<file path="src/rtl/exception_redirect_pkg.sv">
// Shared types and constants for the exception/ERET redirect path:
// exception codes, exception vector addresses and the sequencer state enum.
package exception_redirect_pkg;

    typedef enum logic [4:0] {
        EX_INT  = 5'h00,
        EX_MOD  = 5'h01,
        EX_TLBL = 5'h02,
        EX_TLBS = 5'h03,
        EX_ADEL = 5'h04,
        EX_ADES = 5'h05,
        EX_IBE  = 5'h06,
        EX_DBE  = 5'h07,
        EX_SYS  = 5'h08,
        EX_BP   = 5'h09,
        EX_RI   = 5'h0a,
        EX_CPU  = 5'h0b,
        EX_OV   = 5'h0c,
        EX_TR   = 5'h0d
    } exc_code_t;

    localparam logic [31:0] VEC_GEN      = 32'h8000_0180;
    localparam logic [31:0] VEC_INT      = 32'h8000_0200;
    localparam logic [31:0] VEC_GEN_BOOT = 32'hbfc0_0380;
    localparam logic [31:0] VEC_INT_BOOT = 32'hbfc0_0400;

    typedef enum logic [1:0] {
        IDLE     = 2'd0,
        FLUSH    = 2'd1,
        REDIRECT = 2'd2
    } redir_state_t;

endpackage

</file>
<file path="src/rtl/exception_redirect_vector_sel.sv">
// Combinational redirect-target select: exception vector from BEV/IV/code,
// or the ERET return address from EPC / ErrorEPC.
module exc_vector_sel
    import exception_redirect_pkg::*;
(
    input  logic [4:0]  code,
    input  logic        bev,
    input  logic        iv,
    input  logic        eret,
    input  logic        erl,
    input  logic [31:0] epc,
    input  logic [31:0] error_epc,
    output logic [31:0] pc
);

    always_comb begin
        pc = VEC_GEN;
        if (eret) begin
            pc = erl ? error_epc : epc;
        end else if (code == EX_INT) begin
            case ({bev, iv})
                2'b00:   pc = VEC_GEN;
                2'b01:   pc = VEC_INT;
                2'b10:   pc = VEC_GEN_BOOT;
                default: pc = VEC_INT_BOOT;
            endcase
        end else begin
            pc = bev ? VEC_GEN_BOOT : VEC_GEN;
        end
    end

endmodule

</file>
<file path="src/rtl/exception_redirect.sv">
// Turns committed exceptions/ERETs into a flush-then-redirect sequence toward
// fetch, and registers the interrupt request for the next committing instruction.
module exception_redirect
    import exception_redirect_pkg::*;
#(
    parameter int FLUSH_CYCLES = 2
) (
    input  logic        clk,
    input  logic        resetn,
    input  logic        status_ie,
    input  logic        status_exl,
    input  logic        status_erl,
    input  logic        status_bev,
    input  logic [7:0]  status_im,
    input  logic [7:0]  cause_ip,
    input  logic        cause_iv,
    input  logic [31:0] cp0_epc,
    input  logic [31:0] cp0_error_epc,
    input  logic        commit_valid,
    input  logic        commit_exc,
    input  logic [4:0]  commit_code,
    input  logic        commit_eret,
    output logic        int_req_o,
    output logic        commit_stall_o,
    output logic        flush_o,
    output logic        redirect_valid_o,
    output logic [31:0] redirect_pc_o,
    input  logic        redirect_ready
);

    localparam int CW = $clog2(FLUSH_CYCLES + 1);

    redir_state_t   state_q, state_d;
    logic [CW-1:0]  cnt_q, cnt_d;
    logic [31:0]    pc_q, pc_d;
    logic           int_req_q, flush_q, redirect_valid_q, stall_q;

    logic           hit;
    logic           accept;
    logic [31:0]    target;

    assign hit    = status_ie & ~status_exl & ~status_erl & (|(cause_ip & status_im));
    assign accept = (state_q == IDLE) & commit_valid & (commit_exc | commit_eret);

    // Exception wins over ERET when both are flagged on the same commit.
    exc_vector_sel u_vec_sel (
        .code      (commit_code),
        .bev       (status_bev),
        .iv        (cause_iv),
        .eret      (commit_eret & ~commit_exc),
        .erl       (status_erl),
        .epc       (cp0_epc),
        .error_epc (cp0_error_epc),
        .pc        (target)
    );

    always_comb begin
        state_d = state_q;
        cnt_d   = cnt_q;
        pc_d    = pc_q;
        case (state_q)
            IDLE: begin
                if (accept) begin
                    state_d = FLUSH;
                    cnt_d   = CW'(FLUSH_CYCLES - 1);
                    pc_d    = target;
                end
            end
            FLUSH: begin
                if (cnt_q == '0) begin
                    state_d = REDIRECT;
                end else begin
                    cnt_d = cnt_q - CW'(1);
                end
            end
            REDIRECT: begin
                if (redirect_ready) begin
                    state_d = IDLE;
                end
            end
            default: state_d = IDLE;
        endcase
    end

    // Outputs are registered from the next state so they line up with state_q.
    always_ff @(posedge clk) begin
        if (!resetn) begin
            state_q          <= IDLE;
            cnt_q            <= '0;
            pc_q             <= '0;
            int_req_q        <= 1'b0;
            flush_q          <= 1'b0;
            redirect_valid_q <= 1'b0;
            stall_q          <= 1'b0;
        end else begin
            state_q          <= state_d;
            cnt_q            <= cnt_d;
            pc_q             <= pc_d;
            int_req_q        <= hit & (state_d == IDLE);
            flush_q          <= (state_d == FLUSH);
            redirect_valid_q <= (state_d == REDIRECT);
            stall_q          <= (state_d != IDLE);
        end
    end

    assign int_req_o        = int_req_q;
    assign flush_o          = flush_q;
    assign redirect_valid_o = redirect_valid_q;
    assign redirect_pc_o    = pc_q;
    assign commit_stall_o   = stall_q;

endmodule

</file>
<file path="config.mk">
export PLATFORM = sky130hd
export DESIGN_NAME = exception_redirect
export DESIGN_NICKNAME = d
export VERILOG_FILES = /design/src/rtl/exception_redirect_pkg.sv /design/src/rtl/exception_redirect_vector_sel.sv /design/src/rtl/exception_redirect.sv
export SDC_FILE = /design/constraint.sdc
export NUM_CORES = 1
export LEC_CHECK = 0
export CAP_MARGIN = 10
export CORE_UTILIZATION = 33
export DETAILED_ROUTE_END_ITERATION = 16
export MAX_ROUTING_LAYER = met4
export PLACE_DENSITY_LB_ADDON = 0.08
export SETUP_SLACK_MARGIN = 0.4
export SLEW_MARGIN = 15
export SYNTH_ARGS = -nofsm -noshare
export SYNTH_HDL_FRONTEND = slang
export SYNTH_SLANG_ARGS = --single-unit
</file>
<file path="constraint.sdc">
create_clock -name clk -period 1.54 [get_ports clk]
set_clock_uncertainty 0.05 [all_clocks]
set_input_delay 0.231 -clock clk [delete_from_list [all_inputs] [get_ports clk]]
set_output_delay 0.231 -clock clk [all_outputs]
set_load 0.05 [all_outputs]
</file>
Yosys cells after proc, flatten, opt, wreduce, memory -nomap -nowiden
Index checks and enable logic that the tools add are counted.
{ "op_classes": {"n_div": 0, "n_mux": 12, "n_lt_le_gt_ge": 0, "multipliers": 0, "bitwise": 12, "add_sub_neg": 1, "eq_ne": 8, "shifts": 0, "reduce_logical": 10} }
{ "ops": {"columns": ["cell", "n"], "rows": [
  ["two-way mux 32 bit", 3],
  ["case mux 30 bit (3 select lines)", 1],
  ["two-way mux 30 bit", 1],
  ["two-way mux 2 bit", 5],
  ["bitwise AND 8 bit", 1],
  ["logical NOT 2 bit", 4],
  ["OR reduction 8 bit", 1],
  ["bitwise AND 1 bit", 7],
  ["equality test 2 x 1 -> 1 bit, second input constant", 3],
  ["equality test 2 bit, second input constant", 3],
  ["case mux 2 bit (3 select lines)", 1],
  ["logical NOT 5 bit", 1],
  ["!= test 2 bit, second input constant", 2],
  ["case mux 2 bit (2 select lines)", 1],
  ["nonzero test 2 bit", 2],
  ["inverter 1 bit", 3],
  ["AND reduction 3 bit", 1],
  ["AND reduction 2 bit", 1],
  ["subtractor 2 x 1 -> 2 bit, second input constant", 1],
  ["bitwise OR 1 bit", 1]
]} }
{ "word_totals": {"ramBits": 0, "out_inout_bits": 36, "mem_bits_ro": 0, "latchBits": 0, "ff_bits": 40, "n_memories": 0, "inputBits": 96} }

Logic depth before layout (Yosys ltp)
{ "logic_depth": {"ltp_word": 7, "mapped_depth": 7} }

Hierarchy
From an unflattened synthesis, not the netlist that was laid out.
{ "unflattened": {"cells_unflattened": 275, "area_unflattened_um2": 2336.0} }
{ "by_module_without_submodules": {"columns": ["mod", "cells_per_inst", "n_inst", "area_each_um2"], "rows": [
  ["exception_redirect", 178, 1, 1681.6],
  ["exc_vector_sel", 97, 1, 654.4]
]} }

Worst setup path after synthesis
OpenSTA, ideal clock, no wires.
{ "synth_timing": {"kind": "input -> register", "start": "in status_bev", "end": "reg pc_q[22], in the netlist redirect_pc_o[22]", "slack_ns": -0.079, "arrival_ns": 1.450, "cell_stages": 5, "path_cell_list": "ha_1 > or4_1 > o21ai_1 > o21ai_4 > o221a_1"} }
{ "synth_via": {"elab_chain_len": 4, "elab_cells_between_ends": 7, "cone_classes": "2 x eq/ne; 4 x mux; 1 x reduce/logical"} }
{ "synth_lines": {"columns": ["element", "line_no", "source"], "rows": [
  ["start, declared", "exception_redirect.sv:13", "input logic status_bev,"],
  ["equality test 2 bit, or another cell as far along", "exception_redirect_vector_sel.sv:21", "case ({bev, iv})"],
  ["case mux 30 bit (3 select lines)", "exception_redirect_vector_sel.sv:21", null],
  ["two-way mux 32 bit (*)", "exception_redirect_vector_sel.sv:20", "end else if (code == EX_INT) begin"],
  ["two-way mux 32 bit (*)", "exception_redirect_vector_sel.sv:18", "if (eret) begin"],
  ["end signal, assigned", "exception_redirect.sv:98", "pc_q <= pc_d;"],
  ["end, declared", "exception_redirect.sv:35", "logic [31:0] pc_q, pc_d;"]
]} }
Mark *: on every way between the ends. The rest lies on a longest branch, timed or not.
A chain may end at the register's enable or synchronous reset.

Final worst setup path
{ "layout_timing": {"start": "reg cnt_q[1]", "end": "reg cnt_q[1]"} }
{ "layout_via": {"elab_chain_len": 3, "elab_cells_between_ends": 6, "cone_classes": "1 x add/sub; 1 x eq/ne; 2 x mux; 2 x reduce/logical"} }
{ "layout_lines": {"columns": ["element", "line_no", "source"], "rows": [
  ["start, declared", "exception_redirect.sv:34", "logic [CW-1:0] cnt_q, cnt_d;"],
  ["start signal, assigned", "exception_redirect.sv:97", "cnt_q <= cnt_d;"],
  ["subtractor 2 x 1 -> 2 bit or logical NOT 2 bit (tied branches)", "exception_redirect.sv:73, exception_redirect.sv:70", null],
  ["two-way mux 2 bit or != test 2 bit (tied branches)", null, null],
  ["case mux 2 bit (2 select lines) or AND reduction 3 bit (tied branches)", null, null]
]} }
Several ways; a longest one is shown, not always the timed one. The select of a mux whose other input is x is not followed.

==> results.md <==
- The buffer cell driving the clock tree root is sky130_fd_sc_hd__clkbuf_8.
- The residual DRC count is 0.
- The number of routed nets with antenna violations is 0.
- Based on the critical path, the design can be clocked at up to 724 MHz.
- The overall overflow remaining after global route is 0.
- The die covers 6580 µm².
- The maximum root-to-sink buffer count is 2.
- The horizontal extent of the die is 81.1 µm.
- STA puts the critical path data required time at 1.67 ns.
- The number of hold-repair buffers added at the cts stage is 0.
- The layout has 526 filler cells.
- Routability-driven placement finished with a final weighted congestion of 0.765.
- Dividing the detail-routed via count by the number of cells gives 4.85.
- For the worst-skew pair, the clock arrives at the later sink with an insertion delay of 0.28 ns.
- The net count of the finished layout is 479.
- The number of antenna violations at the first check in global routing is 0.
- In this run the critical register-to-register path is launched from cnt_q[1]$_SDFFE_PN0P_.
- Summed over all nets, the switching power comes to 0.000848 W.
- Synthesis instantiated 37 different standard cells from the library.
- The number of sinks driven by the clock tree is 40.
- Wires add up to 6080 µm.
- The via count of the first global-routing pass is 2148.
- The first-pass iteration count of the detailed router is 4.
- Along the worst path, the maximum fanout reaches 6.
- The final-report max-slew violation count is 0.
- OpenSTA, run right after detailed placement, puts the worst setup slack at -0.584 ns.
- The logic depth of the worst register-to-register path is 6.
- The pin count of the biggest net entering global routing is 22.
- The static leakage power is 1.60 nW.
- The path with the worst hold slack has its endpoint at redirect_pc_o[9]$_SDFFE_PN0P_.
- The number of endpoints failing setup at the final stage is 0.
- The post-route setup TNS is 0 ns.
- The clock period minus final worst setup slack is 1.38 ns.
- The HPWL after detailed placement is 4570 µm.
- The initial core utilization is 34.5%.
- Registers are responsible for 39.9% of the overall power.
- From synthesis to final layout, the design area changed by 89.1%.
- Setup repair after global routing could not meet its margin everywhere.
- IR analysis of the VDD net gives a maximum drop of 455 µV.
- The met3 global-route usage is 3.48%.
- TritonCTS built the clock tree.
- Of the cells placed in the final design, the portion with a size suffix greater than 1 is 35.5%.
- The H-tree was split into 2 levels.
- The final hold slack is 0.375 ns.
- The clock-pin transition on the worst setup and hold timing paths is 0.08 ns.
- STA puts the critical path data arrival time at 1.52 ns.
- The register-to-register path setup slack is 0.16 ns.
- The critical path goes through inv_2 > ha_4 > or3b_4 > nand2_2 > o22ai_1 > and2_1.
- The violation count after the first detailed-routing iteration is 44.
- After synthesis, the share of flip-flops with an asynchronous set or reset is 0%.
- Cells fill 65.2% of the core in the end.
- Yosys printed 0 warnings.
- The worst setup path is launched from a register.
- The remaining max-slew budget at the tightest pin is 83.0%.
- The tool flagged a number of max-cap violations equal to 0.
- Dividing total power by cell area gives a power density of 727 nW/µm².
- Counting instances, the worst hold path has a depth of 5.
- Sequential cells were found to cover 38.8% of the synthesized design area.
- Counting every instance in the synthesized netlist gives 223.
- The wire length of the first global-routing pass is 9560 µm.
- The hold violation total from the final report is 0.
- For this design the top-level I/O count stands at 132.
- From bottom edge to top edge, the die measures 81.1 µm.
- The pin slew with the least headroom to its limit is 0.248 ns.
- The overall power consumption is 0.00284 W.
- Each instance of the synthesized netlist takes up on average 9.26 µm².
- The global-route layer with the greatest usage is met2.
- The clock share of power is 25.4%.
- The endpoint identified for the worst register-to-register timing path is cnt_q[1]$_SDFFE_PN0P_.
- The final period utilization is 89.7%.
- The total routing usage reported by global routing is 19.1%.
- In the final routed layout, each cell accounts on average for 13.3 µm.
- The floorplan core area is 5990 µm².
- The type of destination of the critical path is a register.
- The source of the worst hold timing path is status_bev.
- The kind of path behind the tightest hold check is in2reg.
- After synthesis the cells add up to 2070 µm².
- The port buffer count is 131.
- Setup slack on the critical path of the routed design comes to 0.159 ns.
- The via total after detailed routing is 2211.
- The share of total power dissipated in combinational logic is 34.6%.
- The synthesis-stage register bit count is 40.
- In this run the core area contains 28 standard-cell rows.
- The buffering stage count on the worst path with inverters included is 1.
- Counting every net in the synthesized netlist gives 323.
- For met1 alone, demand over resource in global routing was 21.5%.
- Buffers inserted during clock tree synthesis total 5.
- Net switching is 29.9% of the power.
- The flow ran to the end, and the final reports show no timing, DRC or antenna violations.
- The library cell contributing the largest single delay on the critical path is sky130_fd_sc_hd__or3b_4.
- The total internal power is 0.00199 W.
- The number of synthesized flops with an enable pin is 0.
- The highest cell delay on the worst timing path is 0.41 ns.
- The commonest register cell after synthesis is sky130_fd_sc_hd__dfxtp_1.
- The critical path's top delay family is simple AND/OR/NAND/NOR gates.
- The critical path class is reg2reg.
- For this run, global-route usage on met2 was measured as 34.1%.
-- worst min-delay path, stage by stage --
cell and delay, ns:
sky130_fd_sc_hd__buf_8 0.08, sky130_fd_sc_hd__buf_4 0.10, sky130_fd_sc_hd__o31a_1 0.13, sky130_fd_sc_hd__a211oi_2 0.04
sky130_fd_sc_hd__o21ai_1 0.10
-- worst max path at each step --
stage | start | end | slack, ns | cells after the start
final | cnt_q[1]$_SDFFE_PN0P_ | cnt_q[1]$_SDFFE_PN0P_ | 0.16 | 6
after global placement | cause_iv | redirect_pc_o[27]$_SDFFE_PN0P_ | -0.55 | 7
after detailed placement | cause_iv | redirect_pc_o[24]$_SDFFE_PN0P_ | -0.58 | 7
after global routing | state_q[1]$_SDFF_PN0_ | redirect_pc_o[20]$_SDFFE_PN0P_ | 0.1 | 6
after floorplan | status_bev | redirect_pc_o[29]$_SDFFE_PN0P_ | 0.05 | 5
after CTS | cnt_q[1]$_SDFFE_PN0P_ | cnt_q[1]$_SDFFE_PN0P_ | 0.15 | 6
-- cell usage in the layout (no fill, tap or decap), types with 3 or more instances in the layout --
master and instances:
sky130_fd_sc_hd__a21boi_1 19, sky130_fd_sc_hd__a22oi_1 4, sky130_fd_sc_hd__buf_2 3, sky130_fd_sc_hd__buf_4 47
sky130_fd_sc_hd__buf_6 24, sky130_fd_sc_hd__clkbuf_8 6, sky130_fd_sc_hd__clkdlybuf4s50_1 85, sky130_fd_sc_hd__dfxtp_1 34
sky130_fd_sc_hd__dfxtp_2 5, sky130_fd_sc_hd__dlygate4sd2_1 4, sky130_fd_sc_hd__mux2_2 19, sky130_fd_sc_hd__mux2i_1 13
sky130_fd_sc_hd__nand2_1 20, sky130_fd_sc_hd__nand3_1 23, sky130_fd_sc_hd__nor2_1 12, sky130_fd_sc_hd__nor2b_1 3
sky130_fd_sc_hd__o221a_1 8
-- Yosys cell counts, types with 2 or more instances --
cell	number	area (µm²)
sky130_fd_sc_hd__a21boi_0	20	150
sky130_fd_sc_hd__mux2i_1	13	130
sky130_fd_sc_hd__clkbuf_1	11	41.3
sky130_fd_sc_hd__o221a_2	2	22.5
sky130_fd_sc_hd__ha_1	4	50.1
sky130_fd_sc_hd__nor2_1	13	48.8
sky130_fd_sc_hd__nor2b_1	4	25.0
sky130_fd_sc_hd__inv_1	4	15.0
sky130_fd_sc_hd__dfxtp_1	40	801
sky130_fd_sc_hd__buf_2	7	35.0
sky130_fd_sc_hd__o221a_1	8	90.1
sky130_fd_sc_hd__nor3_1	2	10.0
sky130_fd_sc_hd__o211a_1	3	30.0
sky130_fd_sc_hd__o21ai_0	3	15.0
sky130_fd_sc_hd__nand2_1	21	78.8
sky130_fd_sc_hd__a22oi_1	4	30.0
sky130_fd_sc_hd__mux2_2	19	214
sky130_fd_sc_hd__o31a_1	2	17.5
sky130_fd_sc_hd__a21oi_1	2	10.0
sky130_fd_sc_hd__nand3_1	24	120
-- registers in the layout, summed over array words and instances, names as in the netlist --
signal	cells
cnt_q	2
commit_stall_o	1
state_q	2
flush_o	1
redirect_pc_o	32
int_req_o	1
redirect_valid_o	1
-- power groups by stage --
stage                     clock, W  combinational (W)  sequential (W)
final                     0.000723           0.000984         0.00113
after global routing      0.000783            0.00105         0.00114
after CTS                 0.000740           0.000936         0.00113
after detailed placement         0           0.000896         0.00115
after global placement           0           0.000889         0.00115
after floorplan                  0           0.000297         0.00133
-- cell type report --
class	count	area [µm²]	area share, %
antenna	1	2.50	0.0641
multi-input combinational	161	1290	33.1
clock inverter	1	7.51	0.192
clock buffer	7	86.3	2.21
tap	75	93.8	2.40
inverter	4	15.0	0.384
timing repair buffer	167	1600	40.9
sequential	40	811	20.8
-- layer usage --
metal,wire [µm],part of all wire (%)
met1,2510,41
met2,3270,54
met3,256,4.2
met4,44,0.72
met5,0,0
-- per-stage QoR --
step           instance area, µm²  std cells
2_1_floorplan                2170        223
3_3_place_gp                 3550        435
3_5_place_dp                 3550        435
4_1_cts                      3750        450
5_1_grt                      3900        455
6_report                     3910        456
-- logic make-up (layout without fill, tap and decap cells) --
logic type | count (synthesis) | in the layout | synth area share [%]
AOI/OAI and AO/OA | 52 | 52 | 20.8
adders and majority gates | 4 | 4 | 2.42
buffers and inverters | 22 | 179 | 4.42
DFF | 40 | 40 | 38.8
muxes | 32 | 32 | 16.7
other | 0 | 1 | 0
and+or+nand+nor | 73 | 73 | 16.9
-- timing repair --
item,4_1_cts,5_1_grt
pin swaps,14,10
cloned,1,1
setup endpoints to repair,38,57
gates resized for setup,43,29
setup buffers,6,4
No activity file was read; power rests on OpenSTA's default activity.
